<file path="src/rtl/fetch_pkg.sv">
// Shared types and constants for the instruction fetch sequencer.
// Imported by fetch_queue and fetch_unit.
package fetch_pkg;

  typedef enum logic [1:0] {
    IDLE  = 2'd0,
    FETCH = 2'd1,
    END   = 2'd2
  } fetch_state_t;

  typedef struct packed {
    logic [31:0] pc;
    logic [31:0] instr;
  } fetch_entry_t;

  localparam int unsigned INSTR_BYTES = 4;

  // True when a byte address maps to a word inside instruction memory.
  function automatic logic in_range(
    input logic [31:0] addr,
    input int unsigned dep
  );
    return (addr >> 2) < dep;
  endfunction

endpackage

</file>
<file path="src/rtl/fetch_queue.sv">
// Prefetch queue: circular FIFO of {pc, instr} entries.
// Pointers wrap naturally; flush empties it in one cycle.
module fetch_queue
  import fetch_pkg::*;
#(
  parameter int unsigned DEPTH = 4,
  localparam int unsigned AW = $clog2(DEPTH)
) (
  input  logic         clk,
  input  logic         rst,
  input  logic         push,
  input  logic         pop,
  input  logic         flush,
  input  fetch_entry_t wr_entry,
  output fetch_entry_t rd_entry,
  output logic [AW:0]  count,
  output logic         empty,
  output logic         full
);

  fetch_entry_t mem [DEPTH];

  logic [AW-1:0] rd_ptr;
  logic [AW-1:0] wr_ptr;
  logic          do_push;
  logic          do_pop;

  assign empty = (count == '0);
  assign full  = (count == (AW+1)'(DEPTH));

  // A flush overrides both sides of the handshake.
  assign do_pop  = pop & ~empty & ~flush;
  assign do_push = push & (~full | do_pop) & ~flush;

  // Pointer and occupancy bookkeeping
  always_ff @(posedge clk or posedge rst) begin
    if (rst) begin
      rd_ptr <= '0;
      wr_ptr <= '0;
      count  <= '0;
    end else if (flush) begin
      rd_ptr <= '0;
      wr_ptr <= '0;
      count  <= '0;
    end else begin
      if (do_push)
        wr_ptr <= wr_ptr + 1'b1;
      if (do_pop)
        rd_ptr <= rd_ptr + 1'b1;
      count <= count
             + (AW+1)'(do_push)
             - (AW+1)'(do_pop);
    end
  end

  // Entry storage; contents are don't-care until counted valid
  always_ff @(posedge clk) begin
    if (do_push)
      mem[wr_ptr] <= wr_entry;
  end

  assign rd_entry = empty ? '0 : mem[rd_ptr];

endmodule

</file>
<file path="src/rtl/fetch_unit.sv">
// Instruction fetch sequencer: PC, FSM, redirect, prefetch queue.
// Define FETCH_PERF_EN to build the saturating perf counters.
module fetch_unit
  import fetch_pkg::*;
#(
  parameter int unsigned QUEUE_DEPTH = 4,
  parameter logic [31:0] RESET_PC    = 32'h0000_0000,
  parameter int unsigned MEM_DEP     = 192
) (
  input  logic        clk,
  input  logic        rst,
  input  logic        fetch_en,
  output logic [31:0] imem_addr,
  input  logic [31:0] imem_data,
  input  logic        redirect_valid,
  input  logic [31:0] redirect_pc,
  output logic        out_valid,
  input  logic        out_ready,
  output logic [31:0] out_instr,
  output logic [31:0] out_pc,
  output logic [31:0] perf_fetch_cnt,
  output logic [31:0] perf_stall_cnt
);

  localparam int unsigned AW = $clog2(QUEUE_DEPTH);

  fetch_state_t state;
  fetch_state_t state_nxt;

  logic [31:0]  pc;
  logic [31:0]  pc_inc;
  logic [31:0]  target;
  logic         fetching;
  logic         pop;
  logic         enq;
  logic         q_empty;
  logic         q_full;
  logic [AW:0]  q_count;
  fetch_entry_t wr_entry;
  fetch_entry_t head;

  assign target = {redirect_pc[31:2], 2'b00};
  assign pc_inc = pc + INSTR_BYTES;

  assign pop = ~q_empty & out_ready;
  assign enq = fetching
             & ~redirect_valid
             & (~q_full | pop);

  assign wr_entry = '{pc: pc, instr: imem_data};

  fetch_queue #(
    .DEPTH (QUEUE_DEPTH)
  ) u_queue (
    .clk      (clk),
    .rst      (rst),
    .push     (enq),
    .pop      (pop),
    .flush    (redirect_valid),
    .wr_entry (wr_entry),
    .rd_entry (head),
    .count    (q_count),
    .empty    (q_empty),
    .full     (q_full)
  );

  // Program counter: redirect wins, otherwise advance per enqueue
  always_ff @(posedge clk or posedge rst) begin
    if (rst)
      pc <= RESET_PC;
    else if (redirect_valid)
      pc <= target;
    else if (enq)
      pc <= pc_inc;
  end

  // FSM state register
  always_ff @(posedge clk or posedge rst) begin
    if (rst)
      state <= IDLE;
    else
      state <= state_nxt;
  end

  // FSM next state; a redirect is honoured from any state
  always_comb begin
    state_nxt = state;
    if (redirect_valid) begin
      if (!in_range(target, MEM_DEP))
        state_nxt = END;
      else if (fetch_en)
        state_nxt = FETCH;
      else
        state_nxt = IDLE;
    end else begin
      unique case (state)
        IDLE: begin
          if (fetch_en)
            state_nxt = FETCH;
        end
        FETCH: begin
          if (enq && !in_range(pc_inc, MEM_DEP))
            state_nxt = END;
          else if (!fetch_en)
            state_nxt = IDLE;
        end
        END: state_nxt = END;
        default: state_nxt = IDLE;
      endcase
    end
  end

  // FSM outputs: only FETCH may write the queue
  always_comb begin
    fetching = 1'b0;
    unique case (state)
      FETCH:   fetching = 1'b1;
      default: fetching = 1'b0;
    endcase
  end

  assign imem_addr = pc;
  assign out_valid = (q_count != '0);
  assign out_instr = head.instr;
  assign out_pc    = head.pc;

`ifdef FETCH_PERF_EN
  logic [31:0] fetch_cnt;
  logic [31:0] stall_cnt;
  logic        stall;

  assign stall = fetching & q_full & ~pop;

  // Saturating event counters, cleared only by reset
  always_ff @(posedge clk or posedge rst) begin
    if (rst) begin
      fetch_cnt <= '0;
      stall_cnt <= '0;
    end else begin
      if (enq && fetch_cnt != '1)
        fetch_cnt <= fetch_cnt + 32'd1;
      if (stall && stall_cnt != '1)
        stall_cnt <= stall_cnt + 32'd1;
    end
  end

  assign perf_fetch_cnt = fetch_cnt;
  assign perf_stall_cnt = stall_cnt;
`else
  assign perf_fetch_cnt = '0;
  assign perf_stall_cnt = '0;
`endif

endmodule

</file>
<file path="config.mk">
export PLATFORM = sky130hd
export DESIGN_NAME = fetch_unit
export DESIGN_NICKNAME = d
export VERILOG_FILES = /design/src/rtl/fetch_pkg.sv /design/src/rtl/fetch_queue.sv /design/src/rtl/fetch_unit.sv
export SDC_FILE = /design/constraint.sdc
export NUM_CORES = 1
export LEC_CHECK = 0
export ABC_AREA = 1
export CAP_MARGIN = 20
export CELL_PAD_IN_SITES_DETAIL_PLACEMENT = 1
export CELL_PAD_IN_SITES_GLOBAL_PLACEMENT = 2
export CORE_ASPECT_RATIO = 2
export CORE_UTILIZATION = 34
export DETAILED_ROUTE_END_ITERATION = 8
export GPL_TIMING_DRIVEN = 0
export PLACE_DENSITY_LB_ADDON = 0.1
export SLEW_MARGIN = 20
export SYNTH_ARGS = -nofsm -noshare
export SYNTH_HDL_FRONTEND = slang
export SYNTH_SLANG_ARGS = --single-unit
export TNS_END_PERCENT = 20
</file>
<file path="constraint.sdc">
create_clock -name clk -period 4.9 [get_ports clk]
set_input_delay 0.49 -clock clk [delete_from_list [all_inputs] [get_ports clk]]
set_output_delay 0.49 -clock clk [all_outputs]
set_load 0.02 [all_outputs]
</file>
==> flow_metrics.py <==
metrics = {
    "synth": {
        "synth_xor_area_share_pct": 0.885,
        "seq_area_frac_synth_pct": 65.5,
        "muxShareOfSynthArea_pct": 0,
        "synthCells": 1230,
        "synth_cell_types": 32,
        "synth_compound_area_share_pct": 9.22,
        "synth_top_family_by_area": "simple AND/OR/NAND/NOR gates",
        "ys_ff_latch": 287,
        "synthAdderAreaFrac_pct": 0.837,
        "yosysWarnings": 0,
        "syn_area_per_cell_um2": 10.5,
        "yosys.area_share.simple_pct": 16.1,
        "syn_area_um2": 12900,
    },
    "timing": {
        "fin_skew_ns": 0.0197,
        "hold_ws_ns": 0.215,
        "max_slew_margin_pct": 32.0,
        "timing.final.hold_violations": 0,
        "period_share_pct": 85.7,
        "drv_slew": 0,
        "fmax_mhz": 238,
        "period_needed_ns": 4.20,
        "worst_pin_slew_ns": 1.02,
        "report.final.setup_viol": 0,
        "setup_tns_ns": 0,
        "rsz0062_at_grt": "false",
    },
    "clocking": {
        "path_clk_slew_ns": 0.07,
        "cts_resized": 0,
        "cts_tree": "built",
        "hold_buffers": 0,
        "h-tree-depth": 1,
        "clock-sinks": 287,
        "cts_buffer_depth": 3,
        "cts-buffers-inserted": 26,
        "clk_latency_ns": 0.55,
        "cts_setup_buffers": 0,
        "root_buffer": "clkbuf_16",
    },
    "final_layout": {
        "nNetsFinal": 1574,
        "final_cell_mix": "302 x nor2_1, 248 x edfxtp_1, 159 x clkdlybuf4s50_1",
        "fin_area_um2": 16500,
        "syn_to_final_growth_pct": 28.5,
        "final_common_cell": "nor2_1",
        "drive_above_1_share_pct": 9.62,
        "diodes": 0,
    },
    "pwr": {
        "power.leakage_nw": 6.12,
        "power_frac_clock_pct": 29.5,
        "peakVddDrop_v": 0.000212,
        "p_int_mw": 4.81,
        "swShare_pct": 34.1,
        "power_frac_comb_pct": 31.9,
        "cellPowerDensity_nw_per_um2": 442,
        "switching_power_mw": 2.49,
        "seq_power_share_pct": 38.6,
    },
    "grt": {
        "grt_start_max_net_pins": 30,
        "grtUsageTotal_pct": 21.5,
        "grt_pass1_vias": 10500,
        "grt_pass1_wl_mm": 62.1,
        "antenna_found_initial": 0,
        "grt_overflow": 0,
    },
    "floorplanning": {
        "core_um2": 37300,
        "die_w_um": 140,
        "ioPinCount": 230,
        "rows": 100,
        "die-area_um2": 38700,
        "initial_core_util_pct": 34.5,
        "die_h_um": 277,
    },
    "drt": {
        "wl_per_cell_um": 20.6,
        "first_iter_violations": 401,
        "vias": 9658,
        "route.antenna.remaining_nets": 0,
        "routed_via_density": 4.89,
        "drt-total-wl_mm": 40.7,
        "firstDrtPassIters": 4,
        "route.detailed.drc": 0,
    },
    "placement": {
        "place_congestion": 0.851,
        "hpwl_mm": 29.9,
        "io_buffers": 159,
        "place_area_um2": 15600,
    },
    "outcome": {
        "outcome": "finished, final reports clean",
    },
    "worst_setup_path": {
        "cp_common_cell": "clkbuf_1",
        "arrival_ns": 3.71,
        "r2r-start": "state[1]",
        "crit_path_end_kind": "output port",
        "cpMaxStageDelayCell": "clkdlybuf4s50_1",
        "rrSetupSlack_ns": 1.45,
        "worst-path-buf-inv": 5,
        "crit_type": "reg2out",
        "reg2reg_to": "u_queue.mem[3][29]",
        "required_ns": 4.41,
        "cp_cell_sequence": "clkbuf_1 -> inv_1 -> clkbuf_1 -> clkbuf_1 -> o21ai_0 -> a21oi_1 -> clkdlybuf4s50_1",
        "critical_path.max_stage_delay_ns": 0.67,
        "crit_path_max_fanout": 10,
        "critPathTopFamily": "buffers and inverters",
        "r2r.worst_path.cells": 8,
        "worstSetupStartpointType": "register",
    },
    "worst_hold_path": {
        "min_path_type": "in2async",
    },
    "job": {
        "drv_cap": 0,
    },
}
[worst register-to-register path, stage by stage, from the launching register on]
cell and delay, ns:
dfrtp_1 0.42, nor3_1 0.18, inv_1 0.10, a31oi_1 0.54, inv_1 0.39, clkbuf_1 0.44, nor2_4 0.61, buf_16 0.26
buf_12 0.21
[worst max-delay path by stage]
stage	start	to	cells past startpoint
2_1_floorplan	redirect_valid	u_queue.mem[0][0]	6
3_3_place_gp	redirect_valid	u_queue.mem[3][27]	7
3_5_place_dp	redirect_valid	u_queue.mem[3][16]	9
4_1_cts	u_queue.rd_ptr[0]	out_pc[27]	7
5_1_grt	u_queue.rd_ptr[0]	out_pc[29]	7
6_report	u_queue.rd_ptr[0]	out_pc[27]	7
[flip-flops by register name, indices dropped and copies added, names as in the netlist]
signal          count
u_queue.wr_ptr      2
u_queue.rd_ptr      2
u_queue.count       3
u_queue.mem       248
imem_addr          30
state               2
[cells in the mapped netlist]
cell type	count	area, µm²
nor2_1	306	1150
edfxtp_1	248	7450
nand2_1	154	578
o21ai_0	131	656
buf_4	68	510
a21oi_1	65	325
inv_1	60	225
clkbuf_1	47	176
dfrtp_1	39	976
nand3_1	16	80.1
o211ai_1	14	105
o221ai_1	9	78.8
xor2_1	9	78.8
nand3b_1	8	60.1
nor3_1	8	40.0
ha_1	7	87.6
nor2_4	6	67.6
buf_1	5	18.8
xnor2_1	4	35.0
and2_1	3	18.8
buf_2	3	15.0
nand2_2	3	18.8
nor2_2	3	18.8
nor4_1	3	18.8
or2_2	3	18.8
a31oi_1	2	12.5
a21oi_2	1	8.76
clkinv_1	1	3.75
conb_1	1	3.75
fa_1	1	20.0
inv_2	1	3.75
nand4_1	1	6.26
[layout make-up]
cell class,instances,area (µm²)
Tap cell,459,574
Fill cell,4165,20800
Clock buffer,32,714
Clock inverter,16,179
Multi-Input combinational cell,825,3770
Sequential cell,287,8420
Buffer,123,721
Timing Repair Buffer,172,1910
Inverter,62,233
[per-layer routing]
metal / vias up / share of wire, % / track usage (%)
met2: 197 / 60 / 45.0
li1: 4572 / - / -
met3: 58 / 2.8 / 1.95
met1: 4831 / 35 / 21.1
met5: - / 0 / 0
met4: 0 / 2.9 / 7.52
[power groups by stage]
stage               logic (mW)  registers (mW)  clock network [mW]
detailed placement        2.37            2.87                   0
finish                    2.32            2.82                2.15
CTS                       2.38            2.82                2.20
global route              2.52            2.83                2.27
global placement          2.34            2.87                   0
floorplan                 1.19            2.86                   0
[logic make-up after synthesis]
kind of cell | count (synthesis)
other | 1
AOI/OAI and AO/OA | 222
xor gates and xnor gates | 13
DFF | 287
buffers and inverters | 185
adders and majority gates | 8
and+or+nand+nor | 514
[per-stage QoR]
step	worst slack (ns)	utilization [%]	cells	total power [mW]
after detailed placement	0.688	41.9	1928	5.24
after global routing	0.481	44.3	1976	7.62
after global placement	-3.44	41.0	1915	5.21
final	0.701	44.3	1976	7.30
after floorplan	0.395	-	1297	4.05
after CTS	0.592	44.3	1976	7.40
Note: power is estimated with default switching activity, not from simulation.
